### config.mk
export PLATFORM = sky130hd
export DESIGN_NAME = regfile_wb_arbiter
export DESIGN_NICKNAME = d
export VERILOG_FILES = /design/src/rtl/regfile_wb_arbiter.sv
export SDC_FILE = /design/constraint.sdc
export NUM_CORES = 1
export LEC_CHECK = 0
export ABC_AREA = 1
export CAP_MARGIN = 20
export CORE_UTILIZATION = 27
export CTS_CLUSTER_DIAMETER = 120
export DETAILED_ROUTE_END_ITERATION = 10
export GPL_TIMING_DRIVEN = 0
export SETUP_SLACK_MARGIN = 0.02
export SYNTH_ARGS = -nofsm -noshare
export SYNTH_HDL_FRONTEND = slang
export SYNTH_SLANG_ARGS = --single-unit
### constraint.sdc
create_clock -name clk -period 1.6 [get_ports clk]
set_clock_uncertainty 0.2 [all_clocks]
set_input_delay 0.24 -clock clk [delete_from_list [all_inputs] [get_ports clk]]
set_output_delay 0.24 -clock clk [all_outputs]
set_load 0.05 [all_outputs]
### src/rtl/regfile_wb_arbiter.sv
// regfile_wb_arbiter
// ------------------
// Arbitrates between the ALU and load writeback paths for the single
// register-file write port, and keeps a per-register busy scoreboard for
// the issue stage. Writes to R15 are steered to the PC write port instead
// of the register file.
//
// Handshake (both requesters): a request is accepted on a rising edge when
// its valid and ready are both high. Ready is combinational from the
// current valids and arbiter state, is never high while its own valid is
// low, and is forced low while reset_n is low. At most one request is
// accepted per cycle.
//
// Arbitration: in NORMAL the load path wins a collision. The ALU path
// counts consecutive losses; on reaching STARVE_LIMIT the arbiter moves to
// FORCE_ALU, where the ALU wins a collision. It returns to NORMAL on the
// edge where the ALU request is accepted. A lone requester always wins.
//
// Ports:
//   clk, reset_n                 clock, async active-low reset
//   alu_valid/alu_rd/alu_data    ALU writeback request; alu_ready accept
//   mem_valid/mem_rd/mem_data    load writeback request; mem_ready accept
//   we3/a3/wd3                   registered register-file write drive
//   pc_we/pc_wdata               registered R15 (PC) write drive
//   claim_valid/claim_rd         issue stage reserves a destination
//   busy[14:0]                   bit n = register n has a pending write
//   state_dbg                    arbiter state (0 NORMAL, 1 FORCE_ALU)
//   starve_cnt_dbg               ALU consecutive-loss counter

module regfile_wb_arbiter #(
  parameter  int STARVE_LIMIT = 3,
  localparam int CNT_W        = $clog2(STARVE_LIMIT + 1)
) (
  input  logic             clk,
  input  logic             reset_n,
  input  logic             alu_valid,
  input  logic [3:0]       alu_rd,
  input  logic [31:0]      alu_data,
  output logic             alu_ready,
  input  logic             mem_valid,
  input  logic [3:0]       mem_rd,
  input  logic [31:0]      mem_data,
  output logic             mem_ready,
  output logic             we3,
  output logic [3:0]       a3,
  output logic [31:0]      wd3,
  output logic             pc_we,
  output logic [31:0]      pc_wdata,
  input  logic             claim_valid,
  input  logic [3:0]       claim_rd,
  output logic [14:0]      busy,
  output logic             state_dbg,
  output logic [CNT_W-1:0] starve_cnt_dbg
);

  typedef enum logic {
    ST_NORMAL    = 1'b0,
    ST_FORCE_ALU = 1'b1
  } arb_state_t;

  arb_state_t       state;
  arb_state_t       state_nxt;
  logic [CNT_W-1:0] cnt;
  logic [CNT_W-1:0] cnt_nxt;

  logic             acc;
  logic [3:0]       acc_rd;
  logic [31:0]      acc_data;
  logic [14:0]      busy_nxt;

  // Arbiter state register
  always_ff @(posedge clk or negedge reset_n) begin
    if (!reset_n) begin
      state <= ST_NORMAL;
      cnt   <= '0;
    end else begin
      state <= state_nxt;
      cnt   <= cnt_nxt;
    end
  end

  // Grant and next-state logic
  always_comb begin
    alu_ready = 1'b0;
    mem_ready = 1'b0;
    state_nxt = state;
    cnt_nxt   = cnt;

    if (reset_n) begin
      if (alu_valid && mem_valid) begin
        if (state == ST_FORCE_ALU) alu_ready = 1'b1;
        else                       mem_ready = 1'b1;
      end else begin
        alu_ready = alu_valid;
        mem_ready = mem_valid;
      end
    end

    if (alu_ready) begin
      cnt_nxt   = '0;
      state_nxt = ST_NORMAL;
    end else if (!alu_valid) begin
      // Losses must be consecutive; an idle ALU cycle restarts the count.
      // The state itself stays put until the ALU is actually served.
      cnt_nxt = '0;
    end else if (cnt >= CNT_W'(STARVE_LIMIT - 1)) begin
      // This loss reaches the limit: saturate and force the ALU next.
      cnt_nxt   = CNT_W'(STARVE_LIMIT);
      state_nxt = ST_FORCE_ALU;
    end else begin
      cnt_nxt = cnt + CNT_W'(1);
    end
  end

  assign acc      = alu_ready | mem_ready;
  assign acc_rd   = alu_ready ? alu_rd   : mem_rd;
  assign acc_data = alu_ready ? alu_data : mem_data;

  // Write drive, one cycle after acceptance. Address/data registers only
  // load when their port is written, so they hold otherwise.
  always_ff @(posedge clk or negedge reset_n) begin
    if (!reset_n) begin
      we3      <= 1'b0;
      a3       <= '0;
      wd3      <= '0;
      pc_we    <= 1'b0;
      pc_wdata <= '0;
    end else begin
      we3   <= 1'b0;
      pc_we <= 1'b0;
      if (acc) begin
        if (acc_rd == 4'd15) begin
          pc_we    <= 1'b1;
          pc_wdata <= acc_data;
        end else begin
          we3 <= 1'b1;
          a3  <= acc_rd;
          wd3 <= acc_data;
        end
      end
    end
  end

  // Busy scoreboard: clear on the register-file write, then apply the claim
  // so a same-edge claim of the register being written keeps it busy.
  always_comb begin
    busy_nxt = busy;
    for (int i = 0; i < 15; i++) begin
      if (we3 && (a3 == 4'(i)))                busy_nxt[i] = 1'b0;
      if (claim_valid && (claim_rd == 4'(i)))  busy_nxt[i] = 1'b1;
    end
  end

  always_ff @(posedge clk or negedge reset_n) begin
    if (!reset_n) busy <= '0;
    else          busy <= busy_nxt;
  end

  assign state_dbg      = state;
  assign starve_cnt_dbg = cnt;

endmodule

==> out/results.ini <==
[power_and_ir_drop]
switching_share_pct = 45.9
leakage_uw = 0.00371
combPwrFrac_pct = 49.0
power.total_uw = 10600
power.switching_uw = 4860
p_clk_share_pct = 19.3
ir_drop_mv = 0.678
seqPwrFrac_pct = 31.6
p_int_uw = 5710
power_density_mw_per_mm2 = 1410

[cells_and_area]
area_growth_pct = 79.4
nNetsFinal = 847
stdcell_count = 959
drive_gt1_share_pct = 39.6
final_common_cell = nand2_1
antenna_cells = 0
final_cell_mix = nand2_1 (184), dfrtp_1 (87), clkdlybuf4s50_1 (77), nand2_2 (75), clkdlybuf4s15_2 (61)

[timing]
worst_slack_ns = -0.360
rsz0062_at_grt = true
maxSlewViolCount = 0
min_period_ns = 1.96
setup_violations = 73
timing.hold.ws_ns = -0.460
setup_tns_ns = -20.32
finalCritPeriodShare_pct = 123
maxSlewHeadroom_pct = 47.3
clock.fmax_mhz = 510
tightestPinTransition_ns = 0.791
final-hold-violation-count = 88

[critical_path]
setup.worst_path.class = reg -> out
crit_fanout = 2
crit_slowest_cell = dfrtp_2
cp.required_ns = 1.16
end_kind = output pin
crit_path_cell_trace = buf_4 -> buf_6 -> buf_6 -> a211oi_4 -> buf_6
arrival_ns = 1.52
cpMostUsedCell = buf_6
r2r_start = state_dbg
worstSetupStartpoint = state_dbg
path_delay_family = buffers and inverters
cpPeakStageDelay_ns = 0.42
critPathBufInv = 4
critical_path.startpoint_type = flip-flop

[synthesis]
yosys.area.top_type = dfrtp_1
synth_cells = 546
yosys_warnings = 0
syn_area_mm2 = 0.00418
synth_nets = 627
synth_top_cells_by_area = dfrtp_1 (53%), nand2_1 (25%), nand3_1 (9.3%)
ys_seq_area_share_pct = 52.6
synth_cell_types = 20
synth_top_area_share_pct = 52.6
synth.avg_cell_area_um2 = 7.66
ys_ff_latch = 88

[cts]
cts_max_level = 3
cts.reportedPaths.clkPinSlew_ns = 0.06
cts_root_buf = clkbuf_16
insertion_delay_ns = 0.33
cts.path.max_buffers = 2
cts_tree = done
cts_buffers = 9
cts_num_sinks = 88

[status]
status = finished with violations
violations = negative hold slack, negative setup slack

[route]
postRouteWirelength_um = 15300
ant_nets = 0
firstDrtPassIters = 4
drtIter0Drc = 254
routedWlPerCell_um = 16.0
avgViaCountPerCell = 4.67
drc = 0
vias = 4476

[global_routing]
grt_max_degree = 54
track_usage_pct = 19.5
antenna_found_initial = 0
gr-total-overflow = 0
grt_first_pass_wirelength_um = 24100
grt_pass1_vias = 4594

[floorplan]
dieArea_mm2 = 0.0160
start_util_pct = 27.6
io_pins = 171
core_area_mm2 = 0.0151
rows = 45
die_x_um = 126
die_y_um = 126

[placed_design]
hpwl_um = 10600
pre_cts_ws_ns = -1.38
dp.cells = 905
gp_congestion = 0.905
io_buffers = 170

[min_path]
hp-class = in -> async

[run]
maxCapViolCount = 0

[per-layer routing]
layer,up-vias,track usage (%),wire (um)
met3,16,4.34,1070
met1,2120,25.5,6990
met5,-,0,0
li1,2169,-,-
met2,171,32.0,7060
met4,0,6.45,204
[final cells by class]
| type | instances | area, um^2 |
|---|---|---|
| inverters | 28 | 111 |
| clock buffers | 14 | 274 |
| clock inverters | 2 | 12.5 |
| well taps | 188 | 235 |
| repair buffers | 210 | 2180 |
| multi-input cells | 405 | 2250 |
| flip-flops and latches | 88 | 2200 |
| plain buffers | 24 | 234 |
| fillers | 1511 | 7640 |
[worst reg2reg max path: stages, from the launching register on]
cell     delay, ns
dfrtp_2       0.42
inv_2         0.07
nand2_4       0.06
nand2_4       0.10
buf_6         0.12
nand2_4       0.05
nand2_4       0.09
nand2_4       0.06
nor2_4        0.23
nand2_4       0.14
buf_6         0.18
nand2_2       0.05
nand2_1       0.05
[sequential cells by signal, summed over array words and instances, names as in the netlist]
name,cells
pc_we,1
wd3,32
a3,4
pc_wdata,32
busy,15
starve_cnt_dbg,2
state_dbg,1
we3,1
[per-stage QoR]
| stage | cell area [um^2] | utilization [%] |
|---|---|---|
| 2_1_floorplan | 4250 | - |
| 3_3_place_gp | 6180 | 40.8 |
| 3_5_place_dp | 6210 | 41.0 |
| 4_1_cts | 7300 | 48.2 |
| 5_1_grt | 7500 | 49.5 |
| 6_report | 7500 | 49.5 |
[final timing paths]
| path | depth (start not counted) | to | slack, ns |
|---|---|---|---|
| worst max-delay path | 5 | mem_ready | -0.36 |
| worst min-delay path | 1 | pc_wdata[14] | -0.46 |
| worst max register to register | 12 | pc_wdata[11] | -0.32 |
| worst min register to register | 1 | starve_cnt_dbg[0] | 0.27 |
| max in group asynchronous | 2 | wd3[17] | 1.11 |
| min in group clk | 3 | starve_cnt_dbg[1] | 0.01 |
[power groups by stage]
stage	logic, uW	clock network, uW	registers, uW
after floorplan	865	0	5430
after global placement	4910	0	3290
after detailed placement	4950	0	3290
after CTS	5070	2080	3280
after global routing	5470	2170	3430
final	5180	2040	3340
[Yosys cell counts, drive strengths merged]
| cell | instances |
|---|---|
| clkbuf | 8 |
| o21ai | 12 |
| a211oi | 1 |
| nor3 | 7 |
| dfrtp | 88 |
| nand2 | 282 |
| buf | 18 |
| a32o | 4 |
| nand3b | 3 |
| inv | 28 |
| nand3 | 78 |
| nor2 | 15 |
| a21oi | 2 |
[repair_timing]
item                                    in CTS  in global routing
pin swaps                                   32                 25
endpoints found under the setup margin     161                 79
setup buffers                               27                  4
hold endpoints to repair                    88                 88
gates resized for setup                    393                139
cloned                                       9                  1
[kinds of logic (layout without fill, tap and decap cells)]
family	count (synthesis)	in the layout	synth area share [%]
simple gates	385	386	38.4
flops	88	88	52.6
buf+inv	54	278	6.04
compound gates	19	19	2.90
No activity file was read; power rests on OpenSTA's default activity.
